--- src/rtl/block_transfer_sequencer.sv ---
// rtl/block_transfer_sequencer.sv - multi-register LDM/STM/PUSH/POP transfer sequencer
module block_transfer_sequencer #(
    parameter int DATA_WIDTH = 32,
    parameter int PACE       = 1
) (
    input  logic                  clock,
    input  logic                  reset,
    input  logic                  start,
    input  logic [15:0]           register_list,
    input  logic [DATA_WIDTH-1:0] base_address,
    input  logic                  descending,
    input  logic                  writeback,
    input  logic                  mem_ready,
    output logic                  busy,
    output logic                  access_valid,
    output logic [DATA_WIDTH-1:0] access_address,
    output logic [3:0]            register_index,
    output logic [2:0]            incrementor_control,
    output logic                  done,
    output logic [DATA_WIDTH-1:0] final_address,
    output logic                  writeback_enable
);

    typedef enum logic [1:0] {IDLE, ACCESS, FINISH} state_t;

    localparam logic [DATA_WIDTH-1:0] STEP = DATA_WIDTH'(PACE);
    localparam logic [2:0] CTRL_HOLD = 3'd0;
    localparam logic [2:0] CTRL_INC  = 3'd1;
    localparam logic [2:0] CTRL_DEC  = 3'd2;
    localparam logic [2:0] CTRL_LOAD = 3'd4;

    state_t                state, state_next;
    logic [15:0]           list_q, list_next;
    logic [DATA_WIDTH-1:0] ptr_q, ptr_next;
    logic                  desc_q, desc_next;
    logic                  wb_q, wb_next;
    logic [2:0]            ctrl_next;
    logic [3:0]            sel_idx, next_idx;

    // Lowest set bit when ascending, highest set bit when descending.
    function automatic logic [3:0] pick(input logic [15:0] l, input logic d);
        logic [3:0] r;
        r = '0;
        if (d) begin
            for (int i = 0; i < 16; i++)
                if (l[i]) r = 4'(i);
        end else begin
            for (int i = 15; i >= 0; i--)
                if (l[i]) r = 4'(i);
        end
        return r;
    endfunction

    assign sel_idx  = pick(list_q, desc_q);
    assign next_idx = pick(list_next, desc_next);

    // Next-state and step computation; outputs are registered from these below.
    always_comb begin
        state_next = state;
        list_next  = list_q;
        ptr_next   = ptr_q;
        desc_next  = desc_q;
        wb_next    = wb_q;
        ctrl_next  = CTRL_HOLD;
        case (state)
            IDLE: begin
                if (start) begin
                    list_next  = register_list;
                    desc_next  = descending;
                    wb_next    = writeback;
                    ptr_next   = base_address;
                    ctrl_next  = CTRL_LOAD;
                    state_next = (register_list != 16'd0) ? ACCESS : FINISH;
                end
            end
            ACCESS: begin
                if (mem_ready) begin
                    list_next  = list_q & ~(16'd1 << sel_idx);
                    ptr_next   = desc_q ? (ptr_q - STEP) : (ptr_q + STEP);
                    ctrl_next  = desc_q ? CTRL_DEC : CTRL_INC;
                    state_next = (list_next == 16'd0) ? FINISH : ACCESS;
                end
            end
            FINISH: begin
                state_next = IDLE;
            end
            default: begin
                state_next = IDLE;
            end
        endcase
    end

    // State, context and registered outputs; a stalled access recomputes identical values.
    always_ff @(posedge clock or negedge reset) begin
        if (!reset) begin
            state               <= IDLE;
            list_q              <= '0;
            ptr_q               <= '0;
            desc_q              <= 1'b0;
            wb_q                <= 1'b0;
            busy                <= 1'b0;
            access_valid        <= 1'b0;
            access_address      <= '0;
            register_index      <= '0;
            incrementor_control <= CTRL_HOLD;
            done                <= 1'b0;
            final_address       <= '0;
            writeback_enable    <= 1'b0;
        end else begin
            state               <= state_next;
            list_q              <= list_next;
            ptr_q               <= ptr_next;
            desc_q              <= desc_next;
            wb_q                <= wb_next;
            busy                <= (state_next != IDLE);
            access_valid        <= (state_next == ACCESS);
            access_address      <= (state_next == ACCESS)
                                   ? (desc_next ? (ptr_next - STEP) : ptr_next) : '0;
            register_index      <= (state_next == ACCESS) ? next_idx : 4'd0;
            incrementor_control <= ctrl_next;
            done                <= (state_next == FINISH);
            final_address       <= (state_next == FINISH) ? ptr_next : '0;
            writeback_enable    <= (state_next == FINISH) && wb_next;
        end
    end

endmodule
--- config.mk ---
export PLATFORM = sky130hd
export DESIGN_NAME = block_transfer_sequencer
export DESIGN_NICKNAME = d
export VERILOG_FILES = /design/src/rtl/block_transfer_sequencer.sv
export SDC_FILE = /design/constraint.sdc
export NUM_CORES = 1
export LEC_CHECK = 0
export ABC_AREA = 1
export CORE_ASPECT_RATIO = 1.4
export CORE_MARGIN = 1.5
export CORE_UTILIZATION = 51
export CTS_BUF_LIST = sky130_fd_sc_hd__clkbuf_2
export DETAILED_ROUTE_END_ITERATION = 7
export PLACE_DENSITY = 0.77
export RECOVER_POWER = 100
export SYNTH_ARGS = -nofsm -noshare
export SYNTH_HDL_FRONTEND = slang
export SYNTH_SLANG_ARGS = --single-unit
--- constraint.sdc ---
create_clock -name clock -period 3.6 [get_ports clock]
set_input_delay 0.72 -clock clock [delete_from_list [all_inputs] [get_ports clock]]
set_output_delay 0.72 -clock clock [all_outputs]
set_load 0.05 [all_outputs]
Word-level counts from Yosys, hierarchy flattened

Index checks and enable logic that the tools add are counted.

Output and inout bits: 75
Input bits: 54
Flip-flop bits (word level): 127
Word-level logic and storage cells: 115

Add/sub/neg operators: 3
Shift operators: 1
Bitwise logic cells: 2
Reduce and logical (&&, ||, !) cells: 5
Multiplexer cells: 88
Equal/unequal tests: 3

Operator list:

| cell                  | count |
|---|---|
| $mux 4                | 63 |
| $mux 32               | 6 |
| $pmux 32 s2           | 1 |
| $sub 32x1->32 const B | 2 |
| $add 32x1->32 const B | 1 |
| $mux 16               | 2 |
| $pmux 16 s2           | 1 |
| $and 16x16->16        | 1 |
| $logic_not 16->1      | 1 |
| $not 16->16           | 1 |
| $reduce_bool 16->1    | 1 |
| $shl 1x4->16 const A  | 1 |
| $mux 2                | 6 |
| $mux 1                | 6 |
| $pmux 3 s2            | 1 |
| $eq 2x1->1 const B    | 2 |
| $pmux 2 s2            | 1 |
| $mux 3                | 1 |
| $eq 2x2->1 const B    | 1 |
| $logic_not 2->1       | 1 |
| $reduce_bool 2->1     | 1 |
| $logic_and 1x1->1     | 1 |

Longest topological paths before layout

Gate-level depths: netlist of run 1.

Depth after elaboration: 40
Gate-level depth with buffers: 36
Depth with buffers taken out: 36

Worst setup path before layout of run 1

No wires, ideal clock.

Path kind: flip-flop to flip-flop
From: register desc_q
To: register access_address[28]
Required time: 3464 ps
Arrival time: 3678 ps
Slack: -215 ps
Library setup time: 136 ps
Buffers on the path: 0
Period minus slack after synthesis: 3815 ps
Cell stages (with the launch flop): 25
Path through: dfrtp_1 fa_1 o22ai_2 nor2_1 inv_1 ha_1 inv_1 nor3_2 nand2_1 nor2_2 nand4_1 nor2_2 nand3_2 nor2_1 nand2_1 nor2_2 nand2_1 nor2_2 nand4_2 nor2_2 nand2_1 clkinv_1 nand2_1 nand2_1 a21oi_1

RTL lines:

| item                   | RTL line | RTL |
|---|---|---|
| from (decl)            | 35       | `logic desc_q, desc_next;` |
| from (signal assigned) | 113      | `desc_q <= desc_next;` |
| $mux 32                | 79       | `ptr_next = desc_q ? (ptr_q - STEP) : (ptr_q + STEP);` |
| $mux 32                | 77       | `if (mem_ready) begin` |
| $pmux 32 s2            | 65       | `case (state)` |
| via ptr_next[1]        | 34       | `logic [DATA_WIDTH-1:0] ptr_q, ptr_next;` |
| $sub 32x1->32          | 118      | `? (desc_next ? (ptr_next - STEP) : ptr_next) : '0;` |
| $mux 32 (2 in series)  | 118      |  |
| to (signal assigned)   | 117      | `access_address <= (state_next == ACCESS)` |
| to (decl)              | 16       | `output logic [DATA_WIDTH-1:0] access_address,` |

The timed path passes the listed nets, and every way through them passes these cells.

Worst setup path in the final report of run 1

From: register desc_q
To: register access_address[29]

Word-level cells in the longest chain between the ends: 10

Ends and longest elaborated chain:

| item                                                                  | RTL line |
|---|---|
| parallel branches: the longest is 9 deep, another holds $sub 32x1->32 | -- |
| $mux 32 *                                                             | 118 |

Mark *: on every way between the ends.

==> flow_summary.json, run 1 <==
{
  "run_status": "finished, violations left",
  "rows": 54,
  "hold_path_class": "in2reg",
  "start_kind": "register",
  "ys_seq_area_frac": 0.3967,
  "ant_nets": 0,
  "h-tree-depth": 4,
  "overflow": 0,
  "synthTopCellsByArea": "dfrtp_1, nand2_1, inv_1",
  "seqCellArea_um2": 3179,
  "cts-hold-fix-buffers": 0,
  "die-width_um": 108.9,
  "core_um2": 15470,
  "synth_seq_cells": 127,
  "cp.arrival_ns": 4.46,
  "end_kind": "register",
  "grt_first_pass_wirelength_mm": 46.26,
  "synth_most_common_cell": "nand2_1",
  "post_drt_wl_per_cell_um": 19.39,
  "final_nets": 1501,
  "track_usage": 0.3780,
  "synth_ff_type": "dfrtp_1",
  "slew_violations": 59,
  "cts_made_buffers": 17,
  "cts_tree": "built",
  "fmax_mhz": 262.1,
  "hold_depth": 3,
  "r2r-start": "desc_q",
  "fp.dieH_um": 151.3,
  "multi_input_area_um2": 4696,
  "drc": 0,
  "die_area_um2": 16480,
  "cts_buffer_depth": 2,
  "syn_avg_cell_area_um2": 7.391,
  "ios": 129,
  "ys_warn_count": 0,
  "grt_max_degree": 59,
  "drive_gt1_frac": 0.2822,
  "rsz0062_at_grt": "yes",
  "hpwlAfterDp_mm": 22.00,
  "worst_slack_ns": -0.2153,
  "slew-limit-headroom": -1.152,
  "ff2ff_path_depth": 24,
  "clk_latency_ns": 0.77,
  "worstMarginPinSlew_ns": 3.229,
  "crit_required_ns": 4.25,
  "vias_per_cell": 5.761,
  "syn_area_um2": 8011,
  "synth_edf_count": 0,
  "synth_cells": 1084,
  "antenna_found_initial": 1,
  "grt_pass1_vias": 9274,
  "r2r_slack_ns": -0.22,
  "io_buffers": 128,
  "synthArstFlopShare": 1.000,
  "criticalPathCategory": "reg2reg",
  "synth_top_cell_area_share": 0.3967,
  "r2r-end": "access_address[29]",
  "clock_sinks": 127,
  "maxCapViolCount": 1,
  "post-route-min-period_ns": 3.815,
  "cts-root-buf": "clkbuf_2",
  "path_clk_slew_ns": 0.25,
  "yosys.area.top_type": "dfrtp_1",
  "skew_ns": 0.06046,
  "min_from": "writeback",
  "nFillCells": 1133,
  "final-hold-violation-count": 0,
  "finalCritPeriodShare": 1.060,
  "synth_fp_nets": 1170,
  "postRouteWirelength_mm": 31.51,
  "initial_core_util": 0.5178,
  "worst-path-max-fanout": 5,
  "dr.first_iter.drc_count": 702,
  "synth_cell_type_count": 52,
  "synth_common_cells": "nand2_1, inv_1, dfrtp_1, nor2_1, a21oi_1",
  "fin_hold_ws_ns": 0.6494,
  "dr.pass1.iters": 8,
  "violations": "max-capacitance violations, max-slew violations, negative setup slack",
  "worstHoldEndpoint": "wb_q",
  "vias": 9361,
  "syn_to_final_growth_pct": 47.74,
  "gp_congestion": 1.059,
  "setup_viol": 13
}
==> repair_timing <==
item / in CTS / in global routing
gates resized for setup: 39 / 128
buffers inserted: 24 / 19
pin swaps: 18 / 59
setup endpoints to repair: 13 / 72
==> flip-flops by register name, indices dropped and copies added (netlist names) <==
name                 count
state                    2
desc_q                   1
wb_q                     1
ptr_q                   32
final_address           32
incrementor_control      3
list_q                  16
writeback_enable         1
register_index           4
done                     1
busy                     1
access_address          32
access_valid             1
==> logic make-up (layout without fill, tap and decap cells) <==
| kind of cell | count (synthesis) | in the layout | synth area share |
|---|---|---|---|
| flops | 127 | 127 | 0.3967 |
| other cells | 0 | 1 | 0 |
| buf+inv | 172 | 516 | 0.08293 |
| fa+ha+maj | 32 | 32 | 0.05091 |
| simple gates | 485 | 485 | 0.2722 |
| xor+xnor | 6 | 6 | 0.006559 |
| compound gates | 262 | 262 | 0.1907 |
==> per-layer routing <==
layer | GRT usage | vias to the layer above | part of all wire
li1 | - | 4306 | -
met1 | 0.3778 | 4377 | 0.34
met2 | 0.6569 | 492 | 0.51
met3 | 0.09596 | 186 | 0.070
met4 | 0.2993 | 0 | 0.082
met5 | 0 | - | 0
==> worst max path at each step <==
stage	slack, ns	end	startpoint
2_1_floorplan	0.06	access_address[29]	desc_q
3_3_place_gp	-0.55	access_address[28]	start
3_5_place_dp	-0.65	access_address[28]	start
4_1_cts	-0.08	access_address[29]	desc_q
5_1_grt	-0.34	access_address[29]	desc_q
6_report	-0.22	access_address[29]	desc_q
==> cell usage in the layout, fill, tap and decap left out, types with 5 or more instances in the layout <==
master / netlist / routed
nor2_4: 4 / 10
inv_1: 132 / 123
inv_2: 11 / 21
o211ai_1: 5 / 5
o21bai_1: 8 / 7
a221oi_1: 6 / 5
clkbuf_2: 0 / 20
nor4_1: 13 / 9
o221ai_1: 11 / 11
or2_2: 6 / 6
nor3_2: 3 / 8
o22ai_1: 19 / 19
buf_4: 0 / 189
nand4_1: 20 / 20
o21ai_1: 3 / 5
nor2_2: 9 / 16
a21oi_2: 1 / 15
a21oi_1: 92 / 77
nor2_1: 116 / 103
a21o_1: 7 / 7
inv_6: 0 / 5
clkdlybuf4s50_1: 0 / 127
dfrtp_1: 127 / 126
nand2_1: 244 / 223
o21ai_0: 86 / 68
nand3_2: 2 / 9
nand3_1: 40 / 32
nor3_1: 14 / 8
o21ai_2: 1 / 14
nand2_2: 4 / 24
ha_1: 31 / 24
buf_6: 2 / 14
==> area by class of cell <==
cell class | count | share of cell area
repair buffers | 337 | 0.2460
inverters | 147 | 0.04683
clock buffers | 19 | 0.008034
flip-flops and latches | 127 | 0.2686
multi-input cells | 785 | 0.3967
clock inverters | 13 | 0.01290
well taps | 196 | 0.02072
diodes | 1 | 0.0002114
==> stage by stage <==
step / utilization / TNS, ns / setup WS, ns / instance area [um^2] / cells
6_report: 0.7650 / -1.490 / -0.2153 / 11840 / 1625
2_1_floorplan: - / 0 / 0.06164 / 8013 / 1084
3_5_place_dp: 0.6934 / -7.190 / -0.6509 / 10730 / 1553
5_1_grt: 0.7650 / -10.20 / -0.3386 / 11840 / 1625
4_1_cts: 0.7296 / -0.3190 / -0.08101 / 11290 / 1609
3_3_place_gp: 0.6934 / -5.577 / -0.5521 / 10730 / 1553
==> critical path: stages (launching register included) <==
cell and delay (ns):
dfrtp_2 0.51, buf_4 0.16, ha_1 0.28, buf_4 0.14, nand2_2 0.09, nor3_2 0.24, a21oi_2 0.10, o21ai_2 0.13
inv_1 0.09, o21ai_2 0.12, inv_1 0.09, buf_4 0.14, nand2_1 0.06, nand3_1 0.10, nand2_1 0.14, buf_4 0.15
nand2_2 0.07, nor2_4 0.14, nand3_4 0.11, nor3_4 0.23, nand4_4 0.17, nor2_4 0.15, nand2_2 0.08, nor3_2 0.15
nor3_2 0.06
Power of run 1 is left out: the tool's default activity adds up to more than one toggle a clock period on the data nets, which glitch-free logic cannot reach.
==> run 2: changes to the inputs <==
--- a/config.mk
+++ b/config.mk
@@ -6,12 +6,12 @@
 export NUM_CORES = 1
 export LEC_CHECK = 0
 export ABC_AREA = 1
-export CORE_ASPECT_RATIO = 1.4
 export CORE_MARGIN = 1.5
-export CORE_UTILIZATION = 51
+export CORE_UTILIZATION = 55
 export CTS_BUF_LIST = sky130_fd_sc_hd__clkbuf_2
 export DETAILED_ROUTE_END_ITERATION = 7
-export PLACE_DENSITY = 0.77
+export DONT_BUFFER_PORTS = 1
+export PLACE_DENSITY = 0.7
 export RECOVER_POWER = 100
 export SYNTH_ARGS = -nofsm -noshare
 export SYNTH_HDL_FRONTEND = slang
==> run 2 against run 1 <==
The flow still finishes with violations (max-capacitance violations, max-slew violations, negative setup slack). Clock skew is 0.028 ns lower. Critical path depth increased by 4. Hold slack worse by 0.49 ns. Non-clock buffer count fell by 146. Core utilization shrank 1.2 points. Sequential cell count did not move. Die area fell by 7.2%. Count of clock-buffer cells in the layout stayed put. Sequential share of layout area increased by 3.2 points. Maximum frequency about the same. Critical endpoint is now access_address[30]. Largest cell class unchanged.
==> flow_summary.json, run 2 (same netlist as run 1, synthesis figures left out) <==
{
  "run_status": "finished, violations left",
  "violations": "max-capacitance violations, max-slew violations, negative setup slack",
  "crit_slowest_cell": "dfrtp_2",
  "r2r-start": "desc_q",
  "hpwlAfterDp_mm": 18.11,
  "ff2ff_path_depth": 28,
  "grt_pass1_vias": 7823,
  "drc": 0,
  "cts_buffer_depth": 2,
  "start_kind": "register",
  "final_nets": 1355,
  "worstMarginPinSlew_ns": 1.732,
  "end_kind": "register",
  "antenna_found_initial": 0,
  "worst-path-max-fanout": 5,
  "hold_path_class": "in2reg",
  "r2r_slack_ns": -0.21,
  "gp_congestion": 0.9479,
  "maxCapViolCount": 1,
  "path_clk_slew_ns": 0.20,
  "core_um2": 14040,
  "place_area_um2": 9099,
  "min_from": "writeback",
  "setup_viol": 10,
  "overflow": 0,
  "track_usage": 0.3392,
  "slew-limit-headroom": -0.1548,
  "crit_required_ns": 4.26,
  "syn_to_final_growth_pct": 32.02,
  "ios": 129,
  "post_drt_wl_per_cell_um": 18.09,
  "preCtsSetupSlack_ns": -0.3113,
  "cts-root-buf": "clkbuf_2",
  "initial_core_util": 0.5705,
  "fp.dieH_um": 123.7,
  "vias_per_cell": 5.756,
  "dr.first_iter.drc_count": 720,
  "design_area_um2": 10580,
  "hold_depth": 2,
  "h-tree-depth": 4,
  "layout_common_cells": "nand2_1, buf_4, inv_1, dfrtp_1, nor2_1",
  "rows": 43,
  "cp.arrival_ns": 4.48,
  "final_common_cell": "nand2_1",
  "die_area_um2": 15300,
  "reg_top3": "access_address (32), final_address (32), ptr_q (32)",
  "criticalPathCategory": "reg2reg",
  "grt_max_degree": 128,
  "vias": 8416,
  "die-width_um": 123.7,
  "fmax_mhz": 262.3,
  "cts_tree": "built",
  "rsz0062_at_grt": "yes",
  "finalCritPeriodShare": 1.059,
  "final-hold-violation-count": 0,
  "cts_made_buffers": 17,
  "skew_ns": 0.03198,
  "n_antenna_cell": 0,
  "slew_violations": 128,
  "drive_gt1_frac": 0.2964,
  "postRouteWirelength_mm": 26.45,
  "cp_slowest_stage_delay_ns": 0.48,
  "crit_top_cell": "buf_4",
  "grt_first_pass_wirelength_mm": 39.24,
  "post-route-min-period_ns": 3.813,
  "clk_latency_ns": 0.78,
  "r2r-end": "access_address[30]",
  "dr.pass1.iters": 6,
  "clock_sinks": 127,
  "worstHoldEndpoint": "wb_q",
  "worst_slack_ns": -0.2131,
  "ant_nets": 0,
  "io_buffers": 0
}
run 2: cell count changes in the layout (fill, tap and decap cells not counted), moves of 4 or more:
cell and delta:
clkdlybuf4s50_1 -127, buf_4 -20, ha_4 +13, ha_1 -12, o21ai_1 +9, o21ai_2 -8, buf_6 -5, inv_2 -4
run 2: metal layers:
layer / vias to the layer above / GRT usage / wire length, um
met3: 82 / 0.07830 / 1974
li1: 4001 / - / -
met1: 3970 / 0.4402 / 10680
met4: 0 / 0.1379 / 997
met5: - / 0 / 0
met2: 363 / 0.5480 / 12800
run 2: critical path, delay by kind of cell, from the launching register on:
kind	cells	cell delay [ns]
compound gates	4	0.63
fa+ha+maj	1	0.21
buf+inv	13	1.56
flops	1	0.48
simple gates	10	0.87
run 2: worst max path at each step:
stage | startpoint | to | slack, ns
6_report | desc_q | access_address[30] | -0.21
5_1_grt | desc_q | access_address[30] | -0.50
4_1_cts | desc_q | access_address[26] | -0.05
3_3_place_gp | desc_q | access_address[21] | -0.22
2_1_floorplan | desc_q | access_address[29] | 0.06
3_5_place_dp | desc_q | access_address[26] | -0.31
run 2: area by class of cell:
class                           instances  area (um^2)
Tap cell                              180        225.2
Fill cell                            1076         3466
Clock buffer                           19        95.09
Multi-Input combinational cell        785         4815
Sequential cell                       127         3179
Inverter                              147        555.5
Timing Repair Buffer                  191         1555
Clock inverter                         13        151.4
run 2: what timing repair did:
action | in CTS | in global routing
gates resized for setup | 35 | 128
hold buffers | 2 | 0
hold endpoints to repair | 127 | 0
cloned | 0 | 1
endpoints found under the setup margin | 14 | 71
setup buffers | 32 | 31
pin swaps | 25 | 53
run 2: through the flow:
step / util / hold WS [ns] / TNS, ns / instances
finish: 0.7532 / 0.1595 / -0.5994 / 1462
floorplan: - / 0.4244 / 0 / 1084
CTS: 0.6970 / 0.1292 / -0.09418 / 1431
detailed placement: 0.6480 / 0.4277 / -2.743 / 1365
global route: 0.7532 / 0.1170 / -3.772 / 1462
global placement: 0.6480 / 0.4273 / -1.705 / 1365
Power of run 2 is left out for the same reason.
==> run 3: changes to the inputs <==
--- a/config.mk
+++ b/config.mk
@@ -11,6 +11,7 @@
 export CTS_BUF_LIST = sky130_fd_sc_hd__clkbuf_2
 export DETAILED_ROUTE_END_ITERATION = 7
 export DONT_BUFFER_PORTS = 1
+export MAX_ROUTING_LAYER = met4
 export PLACE_DENSITY = 0.7
 export RECOVER_POWER = 100
 export SYNTH_ARGS = -nofsm -noshare
==> constraint.sdc (replaced) <==
create_clock -name clock -period 3.6 [get_ports clock]
set_input_delay 0.36 -clock clock [delete_from_list [all_inputs] [get_ports clock]]
set_output_delay 0.36 -clock clock [all_outputs]
set_load 0.05 [all_outputs]
==> run 3 against run 2 <==
The flow still finishes with violations (max-capacitance violations, max-slew violations, negative setup slack). Global-route usage increased by 2.4 points. Die area unchanged. Non-clock buffer count decreased by 4. Sequential share of layout area increased by 0.87 points.
==> flow_summary.json, run 3 (same netlist as run 1, synthesis figures left out) <==
{
  "worstMarginPinSlew_ns": 2.842,
  "run_status": "finished, violations left",
  "grt_pass1_vias": 7936,
  "fin_tns_setup_ns": -0.5485,
  "die-width_um": 123.7,
  "layout_common_cells": "nand2_1, buf_4, inv_1, dfrtp_1, nor2_1",
  "antenna_found_initial": 1,
  "final_core_util": 0.7322,
  "finalCritPeriodShare": 1.048,
  "fmax_mhz": 265.1,
  "grt_first_pass_wirelength_mm": 40.77,
  "start_kind": "register",
  "post_drt_wl_per_cell_um": 18.16,
  "hold_path_class": "in2reg",
  "final-hold-violation-count": 0,
  "syn_to_final_growth_pct": 28.35,
  "fp.dieH_um": 123.7,
  "vias_per_cell": 5.739,
  "rsz0062_at_grt": "yes",
  "reg_top3": "access_address (32), final_address (32), ptr_q (32)",
  "cts_made_buffers": 17,
  "grt_max_degree": 128,
  "postRouteWirelength_mm": 26.50,
  "nFillCells": 1121,
  "fin_hold_ws_ns": 0.03259,
  "io_buffers": 0,
  "overflow": 0,
  "final_nets": 1351,
  "criticalPathCategory": "reg2reg",
  "rows": 43,
  "cts_buffer_depth": 2,
  "slew_violations": 128,
  "slew-limit-headroom": -0.8945,
  "final_common_cell": "nand2_1",
  "maxCapViolCount": 1,
  "vias": 8373,
  "core_um2": 14040,
  "violations": "max-capacitance violations, max-slew violations, negative setup slack",
  "drc": 0,
  "setup_viol": 6,
  "drive_gt1_frac": 0.2347,
  "r2r_slack_ns": -0.17,
  "crit_required_ns": 4.27,
  "preCtsSetupSlack_ns": -0.1299,
  "clock_sinks": 127,
  "path_clk_slew_ns": 0.22,
  "end_kind": "register",
  "worst_slack_ns": -0.1724,
  "worst-path-max-fanout": 5,
  "gp_congestion": 0.9423,
  "cts_tree": "built",
  "initial_core_util": 0.5705,
  "cts-root-buf": "clkbuf_2",
  "die_area_um2": 15300,
  "ios": 129,
  "post-route-min-period_ns": 3.772,
  "hpwlAfterDp_mm": 18.48,
  "dr.pass1.iters": 5,
  "dr.first_iter.drc_count": 673,
  "track_usage": 0.3636,
  "ant_nets": 0,
  "clk_latency_ns": 0.76,
  "cp.arrival_ns": 4.44,
  "skew_ns": 0.03417,
  "h-tree-depth": 4
}
-- run 3: timing repair --
action | in CTS | in global routing
hold buffers | 40 | 0
hold endpoints to repair | 172 | 0
buffers inserted | 18 | 14
pin swaps | 23 | 22
endpoints found under the setup margin | 9 | 73
resized for setup | 48 | 56
-- run 3: layout make-up --
cell class / count / area (um^2) / area share
Antenna cell: 1 / 2.502 / 0.0002434
Clock buffer: 17 / 85.08 / 0.008274
Clock inverter: 15 / 137.6 / 0.01339
Inverter: 147 / 560.5 / 0.05451
Multi-Input combinational cell: 785 / 4552 / 0.4427
Sequential cell: 127 / 3181 / 0.3093
Tap cell: 180 / 225.2 / 0.02190
Timing Repair Buffer: 187 / 1539 / 0.1497
-- run 3: critical path, cell delays in order, from the launching register on --
cell and delay [ns]:
dfrtp_2 0.50, buf_4 0.16, fa_2 0.36, xor2_1 0.19, nor2_1 0.12, nor2_1 0.08
o21ai_4 0.08, inv_2 0.09, nor3_4 0.15, inv_2 0.06, nor3_4 0.14, nand2_2 0.10
nor2_4 0.13, nand2_2 0.10, nor2_4 0.13, nand2_2 0.08, nor2_2 0.10, nand2_2 0.09
nor2_4 0.13, nand3_4 0.09, nor3_4 0.23, nand4_4 0.18, nor2_4 0.16, nand2_2 0.08
nor3_2 0.13, nor3_2 0.06
-- run 3: path summary, 6_finish.rpt --
check,start,end,depth (start not counted)
worst max-delay path,desc_q,access_address[29],25
worst min-delay path,mem_ready,register_index[0],6
worst max register to register,desc_q,access_address[29],25
worst min register to register,ptr_q[31],ptr_q[31],2
max in group asynchronous,reset,state[1],2
min in group asynchronous,reset,register_index[0],2
-- run 3: metal layers --
| layer | GRT usage | routed length (um) | vias to the layer above |
|---|---|---|---|
| met4 | 0.1379 | 907 | 0 |
| met2 | 0.5746 | 12690 | 325 |
| met5 | - | 0 | - |
| li1 | - | - | 4012 |
| met1 | 0.4666 | 11100 | 3965 |
| met3 | 0.06731 | 1800 | 71 |
-- run 3: through the flow --
| stage | cells | instance area [um^2] |
|---|---|---|
| after global routing | 1459 | 10280 |
| after detailed placement | 1355 | 9024 |
| after CTS | 1444 | 9985 |
| after global placement | 1355 | 9024 |
| after floorplan | 1084 | 8013 |
| final | 1459 | 10280 |
Power of run 3 is left out for the same reason.
